## src/rtl/shift_pkg.sv

```systemverilog
// Shared definitions for the sequential shift engine: shift modes and FSM states.
package shift_pkg;

  // Shift mode encodings; 2'b11 is reserved and behaves as logical.
  localparam logic [1:0] SHM_LOGIC = 2'b00;
  localparam logic [1:0] SHM_ARITH = 2'b01;
  localparam logic [1:0] SHM_ROT   = 2'b10;

  // Engine FSM states.
  typedef enum logic [1:0] {
    ST_IDLE  = 2'b00,
    ST_SHIFT = 2'b01,
    ST_DONE  = 2'b10
  } state_t;

endpackage : shift_pkg

```

## src/rtl/shift_step.sv

```systemverilog
// Combinational single-bit shift step: one position left or right in the selected mode.
module shift_step
  import shift_pkg::*;
#(
  parameter int WIDTH = 8
) (
  input  logic [WIDTH-1:0] d,
  input  logic             left_direction,
  input  logic [1:0]       mode,
  output logic [WIDTH-1:0] q
);

  logic is_rot;
  logic is_arith;

  assign is_rot   = (mode == SHM_ROT);
  assign is_arith = (mode == SHM_ARITH);

  // Pick the bit that enters the vacated position, then shift by one.
  // NOTE: every output of a combinational block gets a default first so no path leaves it unassigned (no latch).
  always_comb begin
    q = d;
    if (left_direction) begin
      // Arithmetic left is identical to logical left.
      q = {d[WIDTH-2:0], (is_rot ? d[WIDTH-1] : 1'b0)};
    end else begin
      if (is_rot)        q = {d[0], d[WIDTH-1:1]};
      else if (is_arith) q = {d[WIDTH-1], d[WIDTH-1:1]};
      else               q = {1'b0, d[WIDTH-1:1]};
    end
  end

endmodule : shift_step

```

## src/rtl/seq_shift_engine.sv

```systemverilog
// Multi-cycle shift engine: accepts a request, shifts one bit per clock, holds the result until taken.
module seq_shift_engine
  import shift_pkg::*;
#(
  parameter int WIDTH = 8,
  parameter int AMT_W = 3
) (
  input  logic             clk,
  input  logic             rst_n,
  input  logic             in_valid,
  output logic             in_ready,
  input  logic [WIDTH-1:0] in_data,
  input  logic [AMT_W-1:0] in_amt,
  input  logic             left_direction,
  input  logic [1:0]       in_mode,
  output logic             out_valid,
  input  logic             out_ready,
  output logic [WIDTH-1:0] out_data,
  output logic             busy
);

  state_t           state_q, state_d;
  logic [WIDTH-1:0] data_q;
  logic [WIDTH-1:0] step_q;
  logic [AMT_W-1:0] cnt_q;
  logic             dir_q;
  logic [1:0]       mode_q;
  logic             accept;

  // A request is only taken in IDLE, so a DONE-state handshake can never overlap an acceptance.
  assign accept = in_valid && (state_q == ST_IDLE);

  shift_step #(.WIDTH(WIDTH)) u_step (
    .d              (data_q),
    .left_direction (dir_q),
    .mode           (mode_q),
    .q              (step_q)
  );

  // State register with synchronous reset.
  // NOTE: sequential state uses non-blocking assignments so every register samples pre-edge values.
  always_ff @(posedge clk) begin
    if (!rst_n) state_q <= ST_IDLE;
    else        state_q <= state_d;
  end

  // Next-state logic: zero-amount requests skip SHIFT; the last step is the one taken with cnt_q == 1.
  always_comb begin
    state_d = state_q;
    case (state_q)
      ST_IDLE:  if (accept) state_d = (in_amt != '0) ? ST_SHIFT : ST_DONE;
      ST_SHIFT: if (cnt_q == AMT_W'(1)) state_d = ST_DONE;
      ST_DONE:  if (out_ready) state_d = ST_IDLE;
      default:  state_d = ST_IDLE;
    endcase
  end

  // Handshake outputs decoded from the current state; result is driven only while presented.
  always_comb begin
    in_ready  = (state_q == ST_IDLE);
    out_valid = (state_q == ST_DONE);
    busy      = (state_q != ST_IDLE);
    out_data  = (state_q == ST_DONE) ? data_q : '0;
  end

  // Datapath: capture the request on acceptance, then apply one step per SHIFT cycle.
  always_ff @(posedge clk) begin
    if (!rst_n) begin
      data_q <= '0;
      cnt_q  <= '0;
      dir_q  <= 1'b0;
      mode_q <= SHM_LOGIC;
    end else if (accept) begin
      data_q <= in_data;
      cnt_q  <= in_amt;
      dir_q  <= left_direction;
      mode_q <= in_mode;
    end else if (state_q == ST_SHIFT) begin
      data_q <= step_q;
      cnt_q  <= cnt_q - AMT_W'(1);
    end
  end

endmodule : seq_shift_engine

```

## config.mk

```make
export PLATFORM = sky130hd
export DESIGN_NAME = seq_shift_engine
export DESIGN_NICKNAME = d
export VERILOG_FILES = /design/src/rtl/shift_pkg.sv /design/src/rtl/shift_step.sv /design/src/rtl/seq_shift_engine.sv
export SDC_FILE = /design/constraint.sdc
export NUM_CORES = 1
export LEC_CHECK = 0
export BUFFER_PORTS_ARGS = -buffer_cell sky130_fd_sc_hd__buf_4
export CORE_MARGIN = 4
export CORE_UTILIZATION = 38
export CTS_BUF_LIST = sky130_fd_sc_hd__clkbuf_16
export CTS_CLUSTER_DIAMETER = 120
export CTS_CLUSTER_SIZE = 12
export DETAILED_ROUTE_END_ITERATION = 6
export PLACE_DENSITY = 0.71
export SLEW_MARGIN = 0
export SYNTH_ARGS = -nofsm -noshare
export SYNTH_HDL_FRONTEND = slang
export SYNTH_SLANG_ARGS = --single-unit
```

## constraint.sdc

```tcl
create_clock -name clk -period 2.65 [get_ports clk]
set_input_delay 0.1325 -clock clk [delete_from_list [all_inputs] [get_ports clk]]
set_output_delay 0.1325 -clock clk [all_outputs]
set_load 0.05 [all_outputs]
```

==> impl_metrics.json, run 1 <==
{
  "yosys_warnings": 0,
  "start_kind": "flip-flop",
  "dr.pass1.iters": 4,
  "ctsHoldBuffers": 0,
  "critPathSlowestCell": "dfxtp_1",
  "p_per_area_nw_per_um2": 597,
  "worstPathArrival_ps": 1970,
  "antenna_found_initial": 0,
  "cpPeakStageDelay_ps": 680,
  "crit_chain": "clkinv_1 -> and3_1 -> buf_4",
  "ios": 29,
  "overflow": 0,
  "start_util_pct": 40.0,
  "switching_share_pct": 28.9,
  "gp_congestion": 0.782,
  "hpwl_mm": 1.86,
  "syn_area_per_cell_um2": 7.94,
  "status": "finished, final reports clean",
  "ys_seq_area_share_pct": 32.0,
  "fmax_mhz": 475,
  "grt_setup_unrepaired": "no",
  "cts_tree": "yes",
  "min_period_ps": 2110,
  "power_leakage_nw": 0.553,
  "pwr-share-comb_pct": 22.2,
  "dieHeight_um": 59.3,
  "yosysUniqueCellTypes": 35,
  "ctsResizeCount": 0,
  "grt_pass1_vias": 954,
  "finalHoldViolCount": 0,
  "grt_usage_pct": 15.9,
  "postRouteAntennaNets": 0,
  "cts_sinks": 16,
  "setup_viol": 0,
  "cap_viol_max_count": 0,
  "pwr-share-clk_pct": 37.8,
  "crit_fanout": 19,
  "r2r-start": "state_q[0]",
  "required_ps": 2520,
  "path_class": "flip-flop to output port",
  "via_per_inst": 5.70,
  "synthCells": 126,
  "avgRoutedWirePerCell_um": 14.7,
  "intPower_mw": 0.540,
  "power.net_switching_mw": 0.219,
  "r2r_slack_ps": 910,
  "port_buffers": 28,
  "peakVddDrop_uv": 478,
  "ys_ff_latch": 16,
  "synth_area_um2": 1000,
  "hold_class": "input port to flip-flop",
  "n_antenna_cell": 0,
  "grt_start_max_net_pins": 20,
  "cts_made_buffers": 3,
  "nets": 170,
  "r2r-end": "data_q[7]",
  "post_cts_buffers": 0,
  "min_period_over_period_pct": 79.5,
  "drcViolationCount": 0,
  "drt_iter0_drc": 21,
  "fp.coreArea_um2": 2500,
  "min_path_cells": 3,
  "synth_fp_nets": 146,
  "num_vias": 1015,
  "die_area_um2": 3520,
  "drive_gt1_share_pct": 23.0,
  "num_rows": 18,
  "clock_latency_ps": 240,
  "worst_setup_path_end_kind": "output port",
  "wirelength_mm": 2.62,
  "slew_violations": 0,
  "hold_end": "mode_q[0]",
  "fin_util_pct": 50.8,
  "reg2reg_depth": 3,
  "grt_pass1_wl_mm": 4.33,
  "tightest_slew_ps": 572,
  "root_buffer": "clkbuf_16",
  "seqPwrFrac_pct": 40.0,
  "setup_tns_ps": 0,
  "maxSlewHeadroom_pct": 61.8,
  "area_delta_synth_final_pct": 26.9,
  "h-tree-depth": 1,
  "max-clock-path-buffers": 2,
  "min_from": "in_mode[0]",
  "die-width_um": 59.3,
  "path_clk_slew_ps": 50,
  "finClkSkew_ps": 1.86
}
cell type report:
type	instances	area, um^2
well taps	30	37.5
repair buffers	29	218
flip-flops and latches	16	320
multi-input cells	92	589
clock buffers	3	75.1
inverters	8	30.0
fillers	255	1230
power groups by stage:
stage               sequential [mW]  combinational, mW  clock [mW]
global route                  0.308              0.187       0.302
finish                        0.303              0.168       0.287
CTS                           0.302              0.168       0.294
global placement              0.306              0.164           0
detailed placement            0.307              0.166           0
floorplan                     0.288              0.137           0
cell usage in the layout (no fill, tap or decap), types with 4 or more instances in the layout:
master and count:
and3_1 8, a21oi_1 5, a41oi_1 4, nand2b_1 6
nand3_1 12, inv_1 6, o21ai_0 15, buf_4 29
nand2_1 6, dfxtp_1 16
state kept, by name (all words and copies together), names as in the netlist:
name     cells
cnt_q        3
dir_q        1
data_q       8
mode_q       2
state_q      2
worst max-delay path: cells and delay by family, from the launching register on:
kind	cells	cell delay (ps)
and+or+nand+nor	1	330
buffers and inverters	2	710
DFF	1	680
through the flow:
stage	power, mW	hold slack [ps]	instance area [um^2]	setup slack (ps)	instances
6_report	0.759	154	1270	544	178
5_1_grt	0.797	164	1270	394	178
4_1_cts	0.765	152	1270	566	178
3_5_place_dp	0.474	408	1190	819	175
3_3_place_gp	0.469	397	1190	879	175
2_1_floorplan	0.425	280	1000	864	126
Yosys cell counts:
cell type	number	share of area [%]
a211oi_1	1	0.75
a21oi_1	5	2.5
a221oi_1	1	0.88
a2bb2oi_1	3	2.6
a311oi_1	1	0.88
a31oi_1	3	1.9
a41oi_1	4	3.5
and2_1	2	1.2
and3_1	8	5.0
and3b_1	2	1.8
buf_2	1	0.50
buf_6	3	3.4
clkbuf_1	6	2.2
clkinv_1	2	0.75
dfxtp_1	16	32
ha_1	2	2.5
inv_1	6	2.2
mux2i_1	2	2.0
nand2_1	6	2.2
nand2b_1	6	3.8
nand3_1	12	6.0
nand4_1	2	1.2
nand4bb_1	1	1.1
nor2_1	3	1.1
nor2b_1	3	1.9
nor3_1	2	1.0
nor4_2	1	1.2
o2111a_1	1	1.1
o21ai_0	15	7.5
o21ba_2	1	1.0
o22a_1	1	0.88
o22ai_1	1	0.63
o311ai_0	1	0.88
o31a_1	1	0.88
or3b_1	1	0.88
metal layers:
metal	GRT usage [%]	share of wire, %	vias to the layer above
met3	3.92	7.4	2
met5	0	0	-
met1	21.5	43	468
met2	24.6	49	35
met4	5.18	0.57	0
li1	-	-	510
how the worst max path moves through the flow:
stage / start / endpoint / slack (ps)
5_1_grt: state_q[0] / out_data[1] / 390
3_5_place_dp: state_q[0] / out_data[4] / 820
3_3_place_gp: state_q[0] / out_data[4] / 880
6_report: state_q[0] / out_data[4] / 540
4_1_cts: state_q[0] / out_data[4] / 570
2_1_floorplan: state_q[1] / busy / 860
kinds of logic (layout without fill, tap and decap cells):
family                   Yosys count  count (layout)  synth area share, %
AND/OR/NAND/NOR                   49              49                 28.5
adder cells (fa/ha/maj)            2               2                 2.50
AO/OA/AOI/OAI                     39              39                 25.9
flip-flops                        16              16                 32.0
multiplexers                       2               2                 2.00
buffers and inverters             18              40                 9.12
Power figures use the tool's default switching activity.
==> inputs of run 2 (changes only) <==
==> constraint.sdc (replaced) <==
create_clock -name clk -period 2.2 [get_ports clk]
set_input_delay 0.11 -clock clk [delete_from_list [all_inputs] [get_ports clk]]
set_output_delay 0.11 -clock clk [all_outputs]
set_load 0.05 [all_outputs]
==> run 2 against run 1 <==
Net effect: sequential power increased by 19%; flip-flop and latch count stayed put; combinational power grew 24%; design area up 0.59%; global-route usage rose by 0.74 points; first-iteration DRC count rose by 120%; critical path depth unchanged; setup slack worse by 180 ps; core utilization is 0.30 points higher; final cell count grew 0.56%; die area did not move; clock power increased by 22%.
==> impl_metrics.json, run 2 (same netlist as run 1, synthesis figures left out) <==
{
  "peakVddDrop_uv": 573,
  "setup_viol": 0,
  "root_buffer": "clkbuf_16",
  "nets": 171,
  "wirelength_mm": 2.63,
  "antenna_found_initial": 0,
  "min_path_cells": 3,
  "wl_met2_mm": 1.22,
  "ctsResizeCount": 0,
  "crit_fanout": 19,
  "hpwl_mm": 1.87,
  "met1Wirelength_mm": 1.22,
  "drive_gt1_share_pct": 23.5,
  "die-width_um": 59.3,
  "grt_usage_pct": 16.7,
  "start_util_pct": 40.0,
  "grt_pass1_vias": 1053,
  "n_antenna_cell": 0,
  "gp_congestion": 0.833,
  "port_buffers": 28,
  "crit_chain": "clkinv_1 -> and3_1 -> buf_4",
  "ios": 29,
  "via_per_inst": 5.69,
  "path_depth": 3,
  "finClkSkew_ps": 2.13,
  "path_clk_slew_ps": 50,
  "grt_setup_unrepaired": "no",
  "worst_setup_path_end_kind": "output port",
  "p_per_area_nw_per_um2": 721,
  "fin_util_pct": 51.1,
  "final_cell_mix": "buf_4 (30), dfxtp_1 (16), o21ai_0 (15)",
  "cts_made_buffers": 3,
  "overflow": 0,
  "die_area_um2": 3520,
  "cts_sinks": 16,
  "area_delta_synth_final_pct": 27.6,
  "drt_iter0_drc": 46,
  "power_leakage_nw": 0.558,
  "status": "finished, final reports clean",
  "top_regs": "data_q (8), cnt_q (3)",
  "drcViolationCount": 0,
  "start_kind": "flip-flop",
  "cts_tree": "yes",
  "hold_class": "input port to flip-flop",
  "post_cts_buffers": 0,
  "crit_buf_inv": 2,
  "path_class": "flip-flop to output port",
  "min_period_ps": 1840,
  "num_vias": 1019,
  "fp.coreArea_um2": 2500,
  "postRouteAntennaNets": 0,
  "setup_tns_ps": 0,
  "worstPathArrival_ps": 1730,
  "power.total_mw": 0.921,
  "top_layer_used": "met4",
  "crit_family": "buffers and inverters",
  "min_from": "in_mode[1]",
  "tightest_slew_ps": 464,
  "cp-startpoint": "state_q[0]",
  "slew_violations": 0,
  "required_ps": 2090,
  "h-tree-depth": 1,
  "cap_viol_max_count": 0,
  "min_period_over_period_pct": 83.5,
  "fmax_mhz": 545,
  "layout_commonest_cell": "buf_4",
  "reg2reg_depth": 3,
  "critPathSlowestCell": "dfxtp_1",
  "largest_register_ffs": 8,
  "grt_start_max_net_pins": 20,
  "r2r-start": "state_q[1]",
  "finalHoldViolCount": 0,
  "cpPeakStageDelay_ps": 510,
  "top_register": "data_q",
  "maxSlewHeadroom_pct": 69.1,
  "dr_wl_met3_um": 153,
  "ctsHoldBuffers": 0,
  "dr.pass1.iters": 4,
  "grt_pass1_wl_mm": 4.53,
  "dieHeight_um": 59.3,
  "max-clock-path-buffers": 2,
  "avgRoutedWirePerCell_um": 14.7,
  "num_rows": 18,
  "clock_latency_ps": 240
}
## run 2: changes by cell type in the layout (fill, tap and decap cells not counted), sizes merged
cell,before,now
buf,29,30
## run 2: final cells by class
| cell class | instances | area (um^2) |
|---|---|---|
| clock buffers | 3 | 75.1 |
| flip-flops and latches | 16 | 320 |
| inverters | 8 | 30.0 |
| multi-input cells | 92 | 589 |
| repair buffers | 30 | 225 |
| well taps | 30 | 37.5 |
| fillers | 255 | 1220 |
## run 2: worst min-delay path, stage by stage
cell and delay, ps:
buf_4 110, nand3_1 50, a21oi_1 50
## run 2: power breakdown
group | internal (mW) | switching, mW | total [mW]
registers | 0.323 | 0.0382 | 0.361
logic | 0.0910 | 0.117 | 0.208
clock network | 0.239 | 0.112 | 0.351
## run 2: worst paths after layout
path                 end  slack [ps]
max          out_data[3]         360
max reg2reg    data_q[7]         640
min reg2reg    mode_q[1]         470
min            mode_q[1]         130
## run 2: metal layers
metal | up-vias | global-route usage (%)
li1 | 508 | -
met4 | 0 | 6.80
met5 | - | 0
met1 | 472 | 22.0
met3 | 4 | 4.58
met2 | 35 | 25.4
## run 2: metrics by stage
stage               cell area, um^2  worst slack [ps]  hold slack [ps]  std cells
floorplan                      1000               437              257        126
global placement               1200               713              376        176
detailed placement             1200               618              385        176
CTS                            1280               354              128        179
global route                   1280               151              135        179
finish                         1280               364              126        179
==> inputs of run 3 (changes only) <==
--- a/config.mk
+++ b/config.mk
@@ -5,6 +5,7 @@
 export SDC_FILE = /design/constraint.sdc
 export NUM_CORES = 1
 export LEC_CHECK = 0
+export ABC_AREA = 1
 export BUFFER_PORTS_ARGS = -buffer_cell sky130_fd_sc_hd__buf_4
 export CORE_MARGIN = 4
 export CORE_UTILIZATION = 38
@@ -12,7 +13,7 @@
 export CTS_CLUSTER_DIAMETER = 120
 export CTS_CLUSTER_SIZE = 12
 export DETAILED_ROUTE_END_ITERATION = 6
-export PLACE_DENSITY = 0.71
+export PLACE_DENSITY = 0.73
 export SLEW_MARGIN = 0
 export SYNTH_ARGS = -nofsm -noshare
 export SYNTH_HDL_FRONTEND = slang
==> constraint.sdc (replaced) <==
create_clock -name clk -period 1.6 [get_ports clk]
set_input_delay 0.08 -clock clk [delete_from_list [all_inputs] [get_ports clk]]
set_output_delay 0.08 -clock clk [all_outputs]
set_load 0.05 [all_outputs]
==> run 3 against run 2 <==
Net effect: sequential share of layout area down 0.85 points; critical path depth rose by 3; sequential power grew 50%; flip-flop and latch count unchanged; first-iteration DRC count shrank 24%; clock skew about the same; clock-buffer cell count did not move; clock power increased by 40%; worst hold slack worse by 32 ps; critical endpoint is now out_data[0].
==> impl_metrics.json, run 3 <==
{
  "crit_fanout": 8,
  "path_clk_slew_ps": 50,
  "setup_viol": 0,
  "drt_iter0_drc": 35,
  "cts_made_buffers": 3,
  "finalHoldViolCount": 0,
  "grt_usage_pct": 16.6,
  "area_delta_synth_final_pct": 39.2,
  "final_cell_mix": "nand2_1 (30), buf_4 (30), inv_1 (23), nor2_1 (23), o21ai_0 (21)",
  "port_buffers": 28,
  "ys_seq_area_share_pct": 33.6,
  "worstPathArrival_ps": 1450,
  "start_kind": "flip-flop",
  "h-tree-depth": 1,
  "post_cts_buffers": 0,
  "finClkSkew_ps": 1.97,
  "ctsHoldBuffers": 0,
  "tightest_slew_ps": 264,
  "overflow": 0,
  "via_per_inst": 4.95,
  "worst_setup_path_end_kind": "output port",
  "yosys_warnings": 0,
  "drive_gt1_share_pct": 27.5,
  "path_class": "flip-flop to output port",
  "synthCells": 152,
  "status": "finished, final reports clean",
  "ys_ff_latch": 16,
  "nets": 203,
  "grt_start_max_net_pins": 16,
  "yosysUniqueCellTypes": 20,
  "top_register": "data_q",
  "min_period_ps": 1530,
  "ys_top_cells_by_area": "dfxtp_1 (34%), nor2_1 (13%), nand2_1 (12%)",
  "setup_slack_ps": 71.9,
  "grt_pass1_wl_mm": 4.40,
  "cpPeakStageDelay_ps": 370,
  "multiInputGateArea_um2": 569,
  "hold_class": "input port to flip-flop",
  "grt_setup_unrepaired": "no",
  "syn_area_per_cell_um2": 6.27,
  "num_rows": 17,
  "gp_congestion": 0.851,
  "dpl.cell_count": 206,
  "nFillCells": 208,
  "synth_top_area_cell": "dfxtp_1",
  "dr.pass1.iters": 5,
  "power.total_mw": 1.72,
  "min_period_over_period_pct": 95.5,
  "final_cells": 210,
  "grt_pass1_vias": 1071,
  "pre_cts_ws_ps": 273,
  "clock_latency_ps": 250,
  "antenna_found_initial": 0,
  "drcViolationCount": 0,
  "maxSlewHeadroom_pct": 82.2,
  "fin_util_pct": 57.8,
  "required_ps": 1520,
  "die-width_um": 58.1,
  "num_vias": 1040,
  "crit_chain": "inv_2 -> nor2_4 -> clkinvlp_4 -> buf_4 -> nor2_4 -> buf_4",
  "synthFlopType": "dfxtp_1",
  "avgRoutedWirePerCell_um": 12.2,
  "crit_buf_inv": 4,
  "start_util_pct": 41.5,
  "max-clock-path-buffers": 2,
  "synth_common_cells": "nor2_1 (32), nand2_1 (30), inv_1 (24), o21ai_0 (21), dfxtp_1 (16)",
  "cts_sinks": 16,
  "n_antenna_cell": 0,
  "yosysMostFrequentCell": "nor2_1",
  "finalInstanceArea_um2": 1330,
  "largest_register_ffs": 8,
  "setup_tns_ps": 0,
  "die_area_um2": 3370,
  "synth_edf_count": 0,
  "synth_fp_nets": 172,
  "ctsResizeCount": 0,
  "ios": 29,
  "slew_violations": 0,
  "regArea_um2": 322,
  "placed_area_um2": 1250,
  "crit_family": "buffers and inverters",
  "power_leakage_nw": 0.614,
  "cap_viol_max_count": 0,
  "root_buffer": "clkbuf_16",
  "critPathSlowestCell": "dfxtp_2",
  "hpwl_mm": 1.99,
  "synth_top_area_share_pct": 33.6,
  "dieHeight_um": 58.1,
  "top_regs": "data_q (8), cnt_q (3)",
  "hold_slack_ps": 93.8,
  "p_per_area_nw_per_um2": 1290,
  "fp.coreArea_um2": 2300,
  "cts_tree": "yes",
  "wirelength_mm": 2.56,
  "fmax_mhz": 654,
  "async_reset_ff_share_pct": 0,
  "postRouteAntennaNets": 0,
  "peakVddDrop_uv": 793,
  "synth_area_um2": 953
}
## run 3: changes by cell type after synthesis, sizes merged, moves of 3 or more
| cell | previous run | this run |
|---|---|---|
| o21ai | 15 | 21 |
| nor2 | 3 | 34 |
| nand3 | 12 | 7 |
| and3 | 8 | 0 |
| a41oi | 4 | 0 |
| inv | 6 | 25 |
| a31oi | 3 | 0 |
| nand2b | 6 | 0 |
| a2bb2oi | 3 | 0 |
| clkbuf | 6 | 0 |
| nor2b | 3 | 0 |
| nand2 | 6 | 32 |
## run 3: kinds of logic (layout without fill, tap and decap cells)
kind of cell	Yosys count	after routing	synth area share, %
AO/OA/AOI/OAI	31	31	17.1
adder cells (fa/ha/maj)	2	2	2.62
buffers and inverters	29	59	13.8
flip-flops	16	16	33.6
AND/OR/NAND/NOR	74	74	32.9
## run 3: worst reg2reg max path: cells and delay by family (launching register included)
kind / cells / cell delay, ps
buffers and inverters: 1 / 110
AOI/OAI and AO/OA: 1 / 150
and+or+nand+nor: 4 / 600
DFF: 1 / 370
## run 3: final cells by class
| cell class | count | area share [%] |
|---|---|---|
| clock buffer | 3 | 5.66 |
| clock inverter | 1 | 0.283 |
| inverter | 25 | 7.35 |
| multi-input combinational | 107 | 42.9 |
| sequential | 16 | 24.2 |
| tap | 28 | 2.64 |
| timing repair buffer | 30 | 17.0 |
## run 3: worst paths after layout
path	from	end	slack [ps]	cells after the start
setup / recovery	state_q[1]	out_data[0]	70	6
hold / removal	in_mode[1]	mode_q[1]	90	3
hold reg to reg	mode_q[0]	mode_q[0]	510	2
setup reg to reg	state_q[0]	cnt_q[0]	260	6
## run 3: where the power goes
group / total, mW / leakage (nW) / internal [mW] / switching, mW
Clock: 0.491 / 0.0385 / 0.332 / 0.159
Sequential: 0.540 / 0.133 / 0.482 / 0.0585
Combinational: 0.688 / 0.442 / 0.224 / 0.464
Total: 1.72 / 0.614 / 1.04 / 0.682
## run 3: per-layer routing
metal	track usage (%)	wire length, um
met5	0	0
met4	6.29	48
met3	4.23	189
met2	29.7	1260
met1	18.7	1060
